<file path="config.mk">
export PLATFORM = sky130hd
export DESIGN_NAME = vga_pixel_transmitter
export DESIGN_NICKNAME = d
export VERILOG_FILES = /design/src/rtl/vga_pixel_transmitter.sv
export SDC_FILE = /design/constraint.sdc
export NUM_CORES = 1
export LEC_CHECK = 0
export BUFFER_PORTS_ARGS = -buffer_cell sky130_fd_sc_hd__clkbuf_2
export CAP_MARGIN = 20
export CORE_ASPECT_RATIO = 0.9
export CORE_UTILIZATION = 56
export CTS_CLUSTER_DIAMETER = 40
export DETAILED_ROUTE_END_ITERATION = 10
export PLACE_DENSITY_LB_ADDON = 0.2
export REMOVE_ABC_BUFFERS = 1
export SYNTH_ARGS = -nofsm -noshare
export SYNTH_HDL_FRONTEND = slang
export SYNTH_SLANG_ARGS = --single-unit
</file>
<file path="constraint.sdc">
create_clock -name clock_in -period 6.7 [get_ports clock_in]
set_clock_uncertainty 0.1 [all_clocks]
set_input_delay 1.005 -clock clock_in [delete_from_list [all_inputs] [get_ports clock_in]]
set_output_delay 1.005 -clock clock_in [all_outputs]
set_load 0.1 [all_outputs]
</file>
<file path="src/rtl/vga_pixel_transmitter.sv">
// Pixel source for the VGA path: fetches frame-buffer pixels or generates test patterns,
// and delays the incoming sync/blank flags so they line up with the colour output.
module vga_pixel_transmitter #(
  parameter int unsigned WIDTH       = 640,
  parameter int unsigned HEIGHT      = 480,
  parameter int unsigned WIDTH_BITS  = 10,
  parameter int unsigned HEIGHT_BITS = 10,
  parameter int unsigned PIXEL_BITS  = 12,
  parameter int unsigned SCALE_SHIFT = 1,
  parameter int unsigned ADDR_BITS   = 17,
  parameter int unsigned RAM_LATENCY = 2
) (
  input  logic                   clock_in,
  input  logic                   reset_in,
  input  logic [WIDTH_BITS-1:0]  pixel_x_in,
  input  logic [HEIGHT_BITS-1:0] pixel_y_in,
  input  logic                   display_on_in,
  input  logic                   h_sync_in,
  input  logic                   v_sync_in,
  input  logic [1:0]             mode_in,
  input  logic [PIXEL_BITS-1:0]  solid_color_in,
  output logic [ADDR_BITS-1:0]   fb_addr_out,
  output logic                   fb_rd_out,
  input  logic [PIXEL_BITS-1:0]  fb_data_in,
  output logic [PIXEL_BITS-1:0]  pixel_out,
  output logic                   h_sync_out,
  output logic                   v_sync_out,
  output logic                   display_on_out,
  output logic [15:0]            frame_count_out,
  output logic                   frame_start_out
);

  localparam int unsigned Lat      = 1 + RAM_LATENCY;
  localparam int unsigned FbWidth  = WIDTH >> SCALE_SHIFT;
  localparam int unsigned BarWidth = WIDTH / 8;
  localparam int unsigned ChanBits = PIXEL_BITS / 3;

  typedef enum logic [1:0] {
    ModeFb    = 2'b00,
    ModeBars  = 2'b01,
    ModeSolid = 2'b10,
    ModeBlack = 2'b11
  } mode_e;

  // Pattern and solid colours are resolved at stage 0 and carried as one field.
  typedef struct packed {
    logic                  hs;
    logic                  vs;
    logic                  de;
    mode_e                 mode;
    logic [PIXEL_BITS-1:0] color;
  } stage_t;

  localparam stage_t StageReset = '{hs: 1'b1, vs: 1'b1, de: 1'b0, mode: ModeBlack, color: '0};

  // Frame boundary tracking
  mode_e       active_mode_q, active_mode_d;
  logic        vs_q, vs_d;
  logic        vs_armed_q, vs_armed_d;
  logic        frame_boundary;
  logic [15:0] frame_count_q, frame_count_d;
  logic        frame_start_q, frame_start_d;

  // The first cycle after reset only primes vs_q, so a low v_sync at release is not an edge.
  always_comb begin
    frame_boundary = vs_armed_q && vs_q && !v_sync_in;
    vs_d           = v_sync_in;
    vs_armed_d     = 1'b1;
    active_mode_d  = active_mode_q;
    frame_count_d  = frame_count_q;
    if (frame_boundary) begin
      active_mode_d = mode_e'(mode_in);
      frame_count_d = frame_count_q + 16'd1;
    end
    frame_start_d = frame_boundary;
  end

  always_ff @(posedge clock_in or posedge reset_in) begin
    if (reset_in) begin
      active_mode_q <= ModeBlack;
      vs_q          <= 1'b1;
      vs_armed_q    <= 1'b0;
      frame_count_q <= '0;
      frame_start_q <= 1'b0;
    end else begin
      active_mode_q <= active_mode_d;
      vs_q          <= vs_d;
      vs_armed_q    <= vs_armed_d;
      frame_count_q <= frame_count_d;
      frame_start_q <= frame_start_d;
    end
  end

  // Stage 0: address generation, pattern colour and pipeline entry
  logic [WIDTH_BITS-1:0]  fb_x;
  logic [HEIGHT_BITS-1:0] fb_y;
  logic [ADDR_BITS-1:0]   addr_calc;
  logic                   in_range;
  logic [2:0]             bar_idx;
  logic [PIXEL_BITS-1:0]  bar_color;
  logic [PIXEL_BITS-1:0]  stage0_color;
  logic [ADDR_BITS-1:0]   fb_addr_q, fb_addr_d;
  logic                   fb_rd_q, fb_rd_d;
  stage_t                 pipe_q [Lat];
  stage_t                 pipe_d [Lat];

  always_comb begin
    fb_x      = pixel_x_in >> SCALE_SHIFT;
    fb_y      = pixel_y_in >> SCALE_SHIFT;
    addr_calc = ADDR_BITS'(32'(fb_y) * FbWidth + 32'(fb_x));
    in_range  = (32'(pixel_x_in) < WIDTH) && (32'(pixel_y_in) < HEIGHT);

    bar_idx = '0;
    for (int unsigned i = 1; i < 8; i++) begin
      if (32'(pixel_x_in) >= i * BarWidth) bar_idx = 3'(i);
    end
    // Bar order FFF,FF0,0FF,0F0,F0F,F00,00F,000: R=~idx[1], G=~idx[2], B=~idx[0].
    bar_color = PIXEL_BITS'({{ChanBits{~bar_idx[1]}}, {ChanBits{~bar_idx[2]}},
                             {ChanBits{~bar_idx[0]}}});

    case (active_mode_q)
      ModeBars:  stage0_color = bar_color;
      ModeSolid: stage0_color = solid_color_in;
      default:   stage0_color = '0;
    endcase

    fb_rd_d   = display_on_in && in_range && (active_mode_q == ModeFb);
    fb_addr_d = fb_rd_d ? addr_calc : fb_addr_q;

    pipe_d[0].hs    = h_sync_in;
    pipe_d[0].vs    = v_sync_in;
    pipe_d[0].de    = display_on_in;
    pipe_d[0].mode  = active_mode_q;
    pipe_d[0].color = stage0_color;
    for (int i = 1; i < Lat; i++) begin
      pipe_d[i] = pipe_q[i-1];
    end
  end

  always_ff @(posedge clock_in or posedge reset_in) begin
    if (reset_in) begin
      fb_addr_q <= '0;
      fb_rd_q   <= 1'b0;
      for (int i = 0; i < Lat; i++) begin
        pipe_q[i] <= StageReset;
      end
    end else begin
      fb_addr_q <= fb_addr_d;
      fb_rd_q   <= fb_rd_d;
      for (int i = 0; i < Lat; i++) begin
        pipe_q[i] <= pipe_d[i];
      end
    end
  end

  // Output stage: RAM data arrives exactly as its request reaches the last stage.
  stage_t out_stage;
  assign out_stage = pipe_q[Lat-1];

  always_comb begin
    pixel_out = '0;
    if (out_stage.de) begin
      case (out_stage.mode)
        ModeFb:              pixel_out = fb_data_in;
        ModeBars, ModeSolid: pixel_out = out_stage.color;
        default:             pixel_out = '0;
      endcase
    end
  end

  assign h_sync_out      = out_stage.hs;
  assign v_sync_out      = out_stage.vs;
  assign display_on_out  = out_stage.de;
  assign fb_addr_out     = fb_addr_q;
  assign fb_rd_out       = fb_rd_q;
  assign frame_count_out = frame_count_q;
  assign frame_start_out = frame_start_q;

endmodule

</file>
==> flow_summary.json <==
{
  "num_rows": 28,
  "dpl_worst_slack_ns": 3.108,
  "slowest_delay_ns": 0.42,
  "worstSetupPathType": "in2reg",
  "worst_path_max_delay_cell": "fa_1",
  "cts_tree": "done",
  "worstPathRequired_ns": 6.85,
  "yosysUniqueCellTypes": 42,
  "clock_path_buffers": 2,
  "status": "complete, no violations",
  "grt_pass1_wl_um": 11270,
  "crit_chain": "clkbuf_2 -> ha_1 -> ha_1 -> inv_1 -> fa_1 -> xor2_1 -> nor2_1 -> nand2b_1 -> or3_4 -> o31a_1 -> o31ai_1",
  "drive_gt1_share_pct": 31.39,
  "met3_usage_pct": 5.653,
  "area_delta_synth_final_pct": 21.23,
  "grtUsageTotal_pct": 21.10,
  "coreArea_mm2": 0.006586,
  "power.density_mw_per_mm2": 395.4,
  "drv_cap": 0,
  "hold_class": "reg2reg",
  "vias": 2720,
  "start_util_pct": 58.34,
  "avgRoutedWirePerCell_um": 12.76,
  "synth_most_common_cell": "dfrtp_1",
  "fin_tns_setup_ns": 0,
  "clkTransAtPathRegs_ns": 0.09,
  "die-area_mm2": 0.007197,
  "critPathBufInv": 2,
  "antenna_left": 0,
  "chipHeight_um": 80.59,
  "post_cts_buffers": 0,
  "grt_max_degree": 90,
  "numClockSinks": 89,
  "cp.arrival_ns": 3.44,
  "p_leak_nw": 2.342,
  "hold_buffers": 0,
  "tightest_slew_ns": 0.5485,
  "grt_pass1_vias": 2568,
  "critPathMostFrequentCell": "ha_1",
  "cts_buffers": 9,
  "async_flop_share_pct": 100.0,
  "syn-cell-area_mm2": 0.003842,
  "dp_hpwl_um": 5030,
  "synth_edf_count": 0,
  "syn_avg_cell_area_um2": 11.37,
  "clk_latency_ns": 0.34,
  "wl_um": 6837,
  "finalMaxSlewViolations": 0,
  "gr-usage-met2_pct": 34.73,
  "clock-root-buffer": "clkbuf_8",
  "critPathCaptureType": "flip-flop",
  "hold_violations": 0,
  "setup_slack_ns": 3.413,
  "viasPerCell": 5.075,
  "globalplace.congestion": 0.9472,
  "numPortBuffers": 98,
  "crit_family": "adder cells",
  "synthTopCellsByArea": "dfrtp_1 (49%), dfstp_2 (9.6%), ha_1 (7.5%)",
  "dieWidth_um": 89.32,
  "busiest_layer": "met2",
  "cp-start-kind": "input port",
  "yosysWarningCount": 0,
  "ys.flop_type": "dfrtp_1",
  "fill_cells": 505,
  "finalCriticalPeriod_ns": 3.287,
  "timing.final.crit_share_pct": 49.06,
  "synth_top_cell_area_share_pct": 48.84,
  "ys_seq_area_share_pct": 58.42,
  "nNetsFinal": 517,
  "antenna_found_initial": 0,
  "diodes": 0,
  "netlist_top_cells_count": "dfrtp_1 (75), nand2_1 (46), nor2_1 (26)",
  "utilization_pct": 70.73,
  "setup_viol": 0,
  "rsz0062_at_grt": "no",
  "drt_iter0_drc": 62,
  "fmax_ghz": 0.3042,
  "power_mw": 1.842,
  "synth_top_area_cell": "dfrtp_1",
  "grtUsageMet1_pct": 26.11,
  "synth_cells": 338,
  "ctsResizeCount": 0,
  "vdd_ir_drop_max_mv": 0.4278,
  "pin_count": 101,
  "cts.htree.levels": 3,
  "drc": 0,
  "critPathMaxFanout": 3,
  "overflow": 0,
  "relSlewSlack_pct": 63.59,
  "synth-seq-cells": 89,
  "dr.pass1.iters": 4
}
==> worst register-to-register path, stage by stage (launching register included) <==
cell,delay (ns)
dfstp_2,0.55
nand3b_1,0.16
nor2_1,0.29
nand3_1,0.22
nor2_1,0.25
nand4_1,0.15
xnor2_1,0.14
==> flip-flops by register name, summed over array words and instances (netlist names), 2 cells and up <==
register         cells
fb_addr_out         17
out_stage           14
pipe_d              34
frame_count_out     16
active_mode_q        2
==> where the power goes <==
group | switching (mW) | internal [mW]
Clock | 0.189 | 0.178
Combinational | 0.639 | 0.143
Sequential | 0.0531 | 0.641
Total | 0.881 | 0.961
==> per-stage QoR <==
stage	instance area [um2]	instances	hold slack, ns
after global routing	4658	536	0.2471
after CTS	4631	535	0.2497
after global placement	4428	519	0.2323
final	4658	536	0.2404
after floorplan	3809	329	0.2312
after detailed placement	4428	519	0.2347
==> final cells by class <==
class | instances | area [um2] | share of cell area [%]
Tap cell | 90 | 112.6 | 2.417
Timing Repair Buffer | 101 | 533.0 | 11.44
Clock inverter | 6 | 75.07 | 1.612
Sequential cell | 89 | 2245 | 48.19
Multi-Input combinational cell | 226 | 1511 | 32.45
Clock buffer | 10 | 127.6 | 2.740
Inverter | 14 | 53.80 | 1.155
==> cells by family (layout without fill, tap and decap cells) <==
family                   Yosys count  after routing  synth area share (%)
adder cells (fa/ha/maj)           25             25                 8.532
buffers and inverters             23            131                 2.247
AO/OA/AOI/OAI                     62             62                 10.94
multiplexers                       4              4                 1.172
XOR/XNOR                          26             26                 5.926
AND/OR/NAND/NOR                  108            108                 12.67
flip-flops                        89             89                 58.42
other                              1              1               0.09759
==> layout by cell type, fill, tap and decap left out, drive strengths merged, types with 2 or more instances in the layout <==
cell type / n
clkbuf: 108
dfrtp: 75
nand2: 46
nor2: 27
ha: 23
xnor2: 19
o21ai: 18
dfstp: 14
inv: 14
a21boi: 12
a22oi: 12
nand3: 9
xor2: 7
nand2b: 5
nand4: 5
a21oi: 5
mux2: 4
nor3: 3
nor2b: 3
and3: 3
clkinvlp: 3
buf: 3
or2: 2
o211ai: 2
o21bai: 2
a21o: 2
nor4: 2
fa: 2
clkinv: 2
or3: 2
==> routing by layer <==
metal	vias up	routed length, um
met4	0	167
met2	72	3360
met3	13	275
li1	1352	-
met5	-	0
met1	1283	3034
==> path summary, 6_finish.rpt <==
path,startpoint,cells past startpoint,endpoint,slack [ns]
setup / recovery,pixel_y_in[2],11,fb_addr_out[16]$_DFFE_PP0P_,3.41
hold / removal,pipe_d[17]$_DFF_PP0_,0,pipe_d[0]$_DFF_PP0_,0.24
setup reg to reg,pipe_d[32]$_DFF_PP1_,6,frame_count_out[15]$_DFFE_PP0P_,4.75
hold reg to reg,pipe_d[17]$_DFF_PP0_,0,pipe_d[0]$_DFF_PP0_,0.24
max in group asynchronous,reset_in,4,pipe_d[13]$_DFF_PP1_,5.36
min in group asynchronous,reset_in,3,frame_count_out[13]$_DFFE_PP0P_,0.51
No activity file was read; power rests on OpenSTA's default activity.
